### src/rtl/branch_predictor_gshare_spec_pkg.sv
// Shared types for the gshare direction predictor: branch outcome, predictor
// lifecycle state and PHT write operations.
package branch_predictor_gshare_spec_pkg;

    typedef enum logic {
        NOT_TAKEN = 1'b0,
        TAKEN     = 1'b1
    } BranchOutcome;

    typedef enum logic {
        PRED_INIT  = 1'b0,
        PRED_READY = 1'b1
    } pred_state_e;

    // INIT writes the weakly-not-taken value; INC/DEC are saturating training steps
    typedef enum logic [1:0] {
        PHT_WR_INIT = 2'd0,
        PHT_WR_INC  = 2'd1,
        PHT_WR_DEC  = 2'd2
    } pht_wr_op_e;

endpackage

### src/rtl/branch_predictor_gshare_spec_table.sv
// Pattern history table of saturating counters: one combinational read port for
// prediction and one read-modify-write port for training or the init sweep.
module bp_sat_counter_table
    import branch_predictor_gshare_spec_pkg::*;
#(
    parameter int INDEX_BITS = 10,
    parameter int CNT_WIDTH  = 2
) (
    input  logic                  clk,
    input  logic [INDEX_BITS-1:0] i_rd_idx,
    output logic [CNT_WIDTH-1:0]  o_rd_cnt,
    input  logic                  i_wr_en,
    input  logic [INDEX_BITS-1:0] i_wr_idx,
    input  pht_wr_op_e            i_wr_op
);

    localparam int                   PHT_SIZE = 1 << INDEX_BITS;
    localparam logic [CNT_WIDTH-1:0] WEAK_NT  = {1'b0, {(CNT_WIDTH-1){1'b1}}};
    localparam logic [CNT_WIDTH-1:0] CNT_MAX  = '1;

    logic [CNT_WIDTH-1:0] pht_q [PHT_SIZE];
    logic [CNT_WIDTH-1:0] wr_data_d;
    logic [CNT_WIDTH-1:0] wr_old;

    function automatic logic [CNT_WIDTH-1:0] sat_step(
        input logic [CNT_WIDTH-1:0] cnt,
        input logic                 up
    );
        logic [CNT_WIDTH-1:0] res;
        res = cnt;
        if (up && (cnt != CNT_MAX)) begin
            res = cnt + CNT_WIDTH'(1);
        end else if (!up && (cnt != '0)) begin
            res = cnt - CNT_WIDTH'(1);
        end
        return res;
    endfunction

    // Prediction reads the pre-update value; a same-cycle write lands next cycle
    assign o_rd_cnt = pht_q[i_rd_idx];
    assign wr_old   = pht_q[i_wr_idx];

    always_comb begin
        wr_data_d = WEAK_NT;
        unique case (i_wr_op)
            PHT_WR_INC: wr_data_d = sat_step(wr_old, 1'b1);
            PHT_WR_DEC: wr_data_d = sat_step(wr_old, 1'b0);
            default:    wr_data_d = WEAK_NT;
        endcase
    end

    always_ff @(posedge clk) begin
        if (i_wr_en) begin
            pht_q[i_wr_idx] <= wr_data_d;
        end
    end

endmodule

### src/rtl/branch_predictor_gshare_spec.sv
// Gshare direction predictor with speculative global history, misprediction
// repair of the history from the returned snapshot, and a reset-time PHT sweep.
module branch_predictor_gshare_spec
    import branch_predictor_gshare_spec_pkg::*;
#(
    parameter int ADDR_WIDTH = 32,
    parameter int INDEX_BITS = 10,
    parameter int HIST_LEN   = 10,
    parameter int CNT_WIDTH  = 2
) (
    input  logic                  clk,
    input  logic                  rst_n,
    output logic                  o_ready,
    input  logic                  i_req_valid,
    input  logic [ADDR_WIDTH-1:0] i_req_pc,
    output BranchOutcome          o_req_prediction,
    output logic [HIST_LEN-1:0]   o_req_history,
    input  logic                  i_fb_valid,
    input  logic [ADDR_WIDTH-1:0] i_fb_pc,
    input  logic [HIST_LEN-1:0]   i_fb_history,
    input  BranchOutcome          i_fb_prediction,
    input  BranchOutcome          i_fb_outcome,
    output logic [31:0]           o_mispredict_cnt,
    output logic [31:0]           o_branch_cnt
);

    localparam logic [INDEX_BITS-1:0] PTR_LAST = '1;
    localparam logic [31:0]           STAT_MAX = '1;

    pred_state_e           state_q, state_d;
    logic [INDEX_BITS-1:0] ptr_q, ptr_d;
    logic [HIST_LEN-1:0]   ghr_q, ghr_d;
    logic [31:0]           mis_cnt_q, mis_cnt_d;
    logic [31:0]           br_cnt_q, br_cnt_d;

    logic [INDEX_BITS-1:0] req_idx;
    logic [INDEX_BITS-1:0] fb_idx;
    logic [CNT_WIDTH-1:0]  rd_cnt;
    logic                  pred_taken;
    logic                  fb_mispredict;
    logic                  fb_taken;
    logic                  wr_en;
    logic [INDEX_BITS-1:0] wr_idx;
    pht_wr_op_e            wr_op;
    logic                  unused_pc_bits;

    function automatic logic [INDEX_BITS-1:0] pht_index(
        input logic [INDEX_BITS-1:0] pc_bits,
        input logic [HIST_LEN-1:0]   hist
    );
        return pc_bits ^ INDEX_BITS'(hist);
    endfunction

    // Shift in the newest outcome at bit 0; also covers HIST_LEN == 1
    function automatic logic [HIST_LEN-1:0] hist_shift(
        input logic [HIST_LEN-1:0] hist,
        input logic                taken
    );
        return HIST_LEN'({hist, taken});
    endfunction

    assign req_idx        = pht_index(i_req_pc[INDEX_BITS+1:2], ghr_q);
    assign fb_idx         = pht_index(i_fb_pc[INDEX_BITS+1:2], i_fb_history);
    assign unused_pc_bits = ^{i_req_pc, i_fb_pc};

    bp_sat_counter_table #(
        .INDEX_BITS (INDEX_BITS),
        .CNT_WIDTH  (CNT_WIDTH)
    ) u_pht (
        .clk      (clk),
        .i_rd_idx (req_idx),
        .o_rd_cnt (rd_cnt),
        .i_wr_en  (wr_en),
        .i_wr_idx (wr_idx),
        .i_wr_op  (wr_op)
    );

    assign o_ready          = (state_q == PRED_READY);
    assign pred_taken       = o_ready & rd_cnt[CNT_WIDTH-1];
    assign o_req_prediction = pred_taken ? TAKEN : NOT_TAKEN;
    assign o_req_history    = o_ready ? ghr_q : '0;
    assign o_mispredict_cnt = mis_cnt_q;
    assign o_branch_cnt     = br_cnt_q;
    assign fb_taken         = (i_fb_outcome == TAKEN);
    assign fb_mispredict    = (i_fb_prediction != i_fb_outcome);

    always_comb begin
        state_d   = state_q;
        ptr_d     = ptr_q;
        ghr_d     = ghr_q;
        mis_cnt_d = mis_cnt_q;
        br_cnt_d  = br_cnt_q;
        wr_en     = 1'b0;
        wr_idx    = ptr_q;
        wr_op     = PHT_WR_INIT;

        unique case (state_q)
            PRED_INIT: begin
                wr_en = 1'b1;
                ptr_d = ptr_q + INDEX_BITS'(1);
                if (ptr_q == PTR_LAST) begin
                    state_d = PRED_READY;
                end
            end
            PRED_READY: begin
                if (i_req_valid) begin
                    ghr_d = hist_shift(ghr_q, pred_taken);
                end
                if (i_fb_valid) begin
                    wr_en  = 1'b1;
                    wr_idx = fb_idx;
                    wr_op  = fb_taken ? PHT_WR_INC : PHT_WR_DEC;
                    if (br_cnt_q != STAT_MAX) begin
                        br_cnt_d = br_cnt_q + 32'd1;
                    end
                    // The same-cycle request sits on the squashed path, so repair wins
                    if (fb_mispredict) begin
                        ghr_d = hist_shift(i_fb_history, fb_taken);
                        if (mis_cnt_q != STAT_MAX) begin
                            mis_cnt_d = mis_cnt_q + 32'd1;
                        end
                    end
                end
            end
            default: state_d = PRED_INIT;
        endcase
    end

    always_ff @(posedge clk or negedge rst_n) begin
        if (!rst_n) begin
            state_q   <= PRED_INIT;
            ptr_q     <= '0;
            ghr_q     <= '0;
            mis_cnt_q <= '0;
            br_cnt_q  <= '0;
        end else begin
            state_q   <= state_d;
            ptr_q     <= ptr_d;
            ghr_q     <= ghr_d;
            mis_cnt_q <= mis_cnt_d;
            br_cnt_q  <= br_cnt_d;
        end
    end

endmodule
### config.mk
export PLATFORM = sky130hd
export DESIGN_NAME = branch_predictor_gshare_spec
export DESIGN_NICKNAME = d
export VERILOG_FILES = /design/src/rtl/branch_predictor_gshare_spec_pkg.sv /design/src/rtl/branch_predictor_gshare_spec_table.sv /design/src/rtl/branch_predictor_gshare_spec.sv
export SDC_FILE = /design/constraint.sdc
export NUM_CORES = 2
export LEC_CHECK = 0
export ABC_CLOCK_PERIOD_IN_PS = 53200
export BUFFER_PORTS_ARGS = -buffer_cell sky130_fd_sc_hd__buf_2
export CORE_MARGIN = 4
export CORE_UTILIZATION = 40
export CTS_BUF_LIST = sky130_fd_sc_hd__clkbuf_16
export CTS_CLUSTER_SIZE = 16
export DETAILED_ROUTE_END_ITERATION = 8
export PLACE_DENSITY = 0.61
export SLEW_MARGIN = 20
export SYNTH_ARGS = -nofsm -noshare
export SYNTH_HDL_FRONTEND = slang
export SYNTH_SLANG_ARGS = --single-unit
export TNS_END_PERCENT = 100
### constraint.sdc
create_clock -name clk -period 53.2 [get_ports clk]
set_input_delay 5.32 -clock clk [delete_from_list [all_inputs] [get_ports clk]]
set_output_delay 5.32 -clock clk [all_outputs]
set_load 0.02 [all_outputs]
==> results.py <==
metrics = {
    "yosys": {
        "synth_top_family_by_area": "multiplexers",
        "synthMuxAreaShare_pct": 17.6,
        "synth_xor_area_share_pct": 0.849,
        "synth_fa_ha_area_share_pct": 0.0503,
        "yosysUniqueCellTypes": 65,
        "synth_compound_area_share_pct": 3.47,
        "yosys.area_share.simple_pct": 9.56,
        "syn_area_um2": 97000,
        "synth_warnings": 0,
        "synth-seq-cells": 2133,
        "avgSynthCellArea_um2": 14.8,
        "synth_edf_count": 2048,
        "syn_inst": 6574,
        "synth-async-reset-ratio_pct": 3.98,
        "synthFlopType": "edfxtp_1",
        "seq_area_frac_synth_pct": 65.6,
        "syn_nets": 6657,
    },
    "clock_tree": {
        "clock_sinks": 2133,
        "clk_pin_slew_ns": 0.06,
        "clkLatencyLatePin_ns": 0.88,
        "cts_hold_buf": 0,
        "clock-root-buffer": "clkbuf_16",
        "cts-htree-levels": 4,
        "cts_resized": 0,
        "post_cts_buffers": 0,
        "cts_made_buffers": 214,
        "cts_max_path_buffers": 3,
        "cts_tree": "yes",
    },
    "cells_and_area": {
        "final_nets": 6589,
        "fillers": 21235,
        "final_cell_mix": "edfxtp_1 (2048), nor2_1 (1075), nand2_1 (607)",
        "finish.utilization_pct": 44.6,
        "fin_area_um2": 107000,
        "final_cells": 9867,
        "layout_commonest_cell": "edfxtp_1",
        "syn_to_final_growth_pct": 10.7,
        "drive_above_1_share_pct": 17.7,
    },
    "grt": {
        "grt_overflow": 0,
        "grt_pass1_wl_um": 442000,
        "grt_max_degree": 245,
        "grt_antenna_before_repair": 10,
        "grt_pass1_vias": 59686,
        "grtUsageTotal_pct": 24.4,
    },
    "sta": {
        "max_clock_freq_mhz": 59.6,
        "post-route-min-period_ns": 16.78,
        "fin_tns_setup_ns": 0,
        "setup_ws_ns": 36.42,
        "report.final.hold_viol_count": 0,
        "worstMarginPinSlew_ns": 1.22,
        "worst_clock_skew_ns": 0.0357,
        "rsz0062_at_grt": "false",
        "setup_viol": 0,
        "final-max-slew-violation-count": 0,
        "whs_ns": 0.491,
        "max_slew_margin_pct": 18.7,
        "post-route-period-util_pct": 31.5,
    },
    "placement": {
        "place_area_um2": 101000,
        "post-place-cells": 9472,
        "pre_cts_ws_ns": 36.46,
        "gp_congestion": 0.841,
        "dp_hpwl_um": 169000,
        "io_buffers": 111,
    },
    "floorplan": {
        "core_um2": 241000,
        "initial_utilization_pct": 40.3,
        "chipHeight_um": 501,
        "rows": 180,
        "die_area_um2": 251000,
        "dieWidth_um": 501,
        "io_pins": 156,
    },
    "power": {
        "finalPower_mw": 3.30,
        "power_density_nw_per_um2": 30.7,
        "ir_worst_vdd_uv": 36.1,
        "p_leak_nw": 36.5,
    },
    "routing": {
        "remaining_drc_errors": 0,
        "vias": 61593,
        "viasPerCell": 6.24,
        "first_pass_iters": 6,
        "wl_per_cell_um": 31.6,
        "drtAntennaViolNets": 0,
        "drt-initial-drc-count": 8903,
        "postRouteWirelength_um": 312000,
    },
    "job": {
        "maxCapViolCount": 0,
    },
    "worst_setup_path": {
        "worstSetupStartpointType": "input port",
        "worstSetupPathType": "input port to primary output",
        "required_ns": 47.88,
        "crit_arrival_ns": 11.46,
        "ff2ff_setup_slack_ns": 42.04,
        "cp_max_fo": 43,
        "crit_path_end_kind": "primary output",
    },
    "status": {
        "outcome": "finished clean",
    },
    "hold_path": {
        "hp-class": "flip-flop to flip-flop",
    },
}
[cells by family after synthesis]
kind of cell / after synthesis
and+or+nand+nor: 2248
DFF: 2133
muxes: 1062
buffers and inverters: 551
AOI/OAI and AO/OA: 482
xor gates and xnor gates: 94
adders and majority gates: 4
[path summary, 6_finish.rpt]
check,start,endpoint,cells past startpoint
min in group asynchronous,rst_n,o_branch_cnt[30]$_DFFE_PN0P_,1
setup / recovery,i_req_pc[2],o_req_prediction,14
hold reg to reg,o_branch_cnt[13]$_DFFE_PN0P_,o_branch_cnt[13]$_DFFE_PN0P_,1
max in group asynchronous,rst_n,o_ready$_DFF_PN0_,1
hold / removal,o_branch_cnt[13]$_DFFE_PN0P_,o_branch_cnt[13]$_DFFE_PN0P_,1
setup reg to reg,o_ready$_DFF_PN0_,u_pht.pht_q[180][0]$_DFFE_PP_,19
[metal layers]
metal | up-vias | wire, um | global-route usage, % | part of all wire (%)
met2 | 4050 | 143000 | 37.5 | 46
met4 | 0 | 14300 | 10.3 | 4.6
met1 | 31779 | 118000 | 33.5 | 38
li1 | 25089 | - | - | -
met5 | - | 0 | 0 | 0
met3 | 675 | 37200 | 5.65 | 12
[worst max-delay path, stage by stage]
cell	delay, ns
buf_2	0.13
xor2_4	0.14
buf_4	0.70
buf_4	0.76
buf_4	0.94
mux4_2	0.62
mux4_2	0.52
mux4_2	0.61
a22oi_1	0.22
nand2_1	0.08
a21oi_1	0.63
mux2i_1	0.24
and2_1	0.24
buf_2	0.16
[registers in the layout, summed over array words and instances, names as in the netlist]
register,count
ghr_q,10
ptr_q,10
u_pht.pht_q,2048
o_branch_cnt,32
o_mispredict_cnt,32
o_ready,1
[layout make-up]
class	instances	area (um^2)	share of cell area [%]
Tap cell	3185	3990	3.71
Inverter	6	22.5	0.0210
Multi-Input combinational cell	3890	31200	29.1
Timing Repair Buffer	261	1920	1.79
Clock inverter	174	1210	1.12
Clock buffer	215	5380	5.01
Sequential cell	2133	63600	59.3
Antenna cell	3	7.51	0.00699
[power by group]
group / internal (mW) / leakage, nW / switching, mW / total (mW)
logic: 0.0136 / 13.1 / 0.0284 / 0.0420
clock network: 0.790 / 3.38 / 0.654 / 1.44
registers: 1.81 / 20.0 / 0 / 1.81
total: 2.62 / 36.5 / 0.682 / 3.30
[cells in the mapped netlist, types with 54 or more instances]
cell      number  area, um^2
a21oi_1       72         360
a22oi_1       63         473
buf_2        129         646
buf_4         54         405
clkbuf_1     304        1140
dfrtp_1       85        2130
edfxtp_1    2048       61500
mux2i_1      540        5410
mux4_2       517       11600
nand2_1      677        2540
nand3_1      325        1630
nor2_1      1078        4050
o22ai_1      103         644
xnor2_1       68         596
Power figures use the tool's default switching activity.
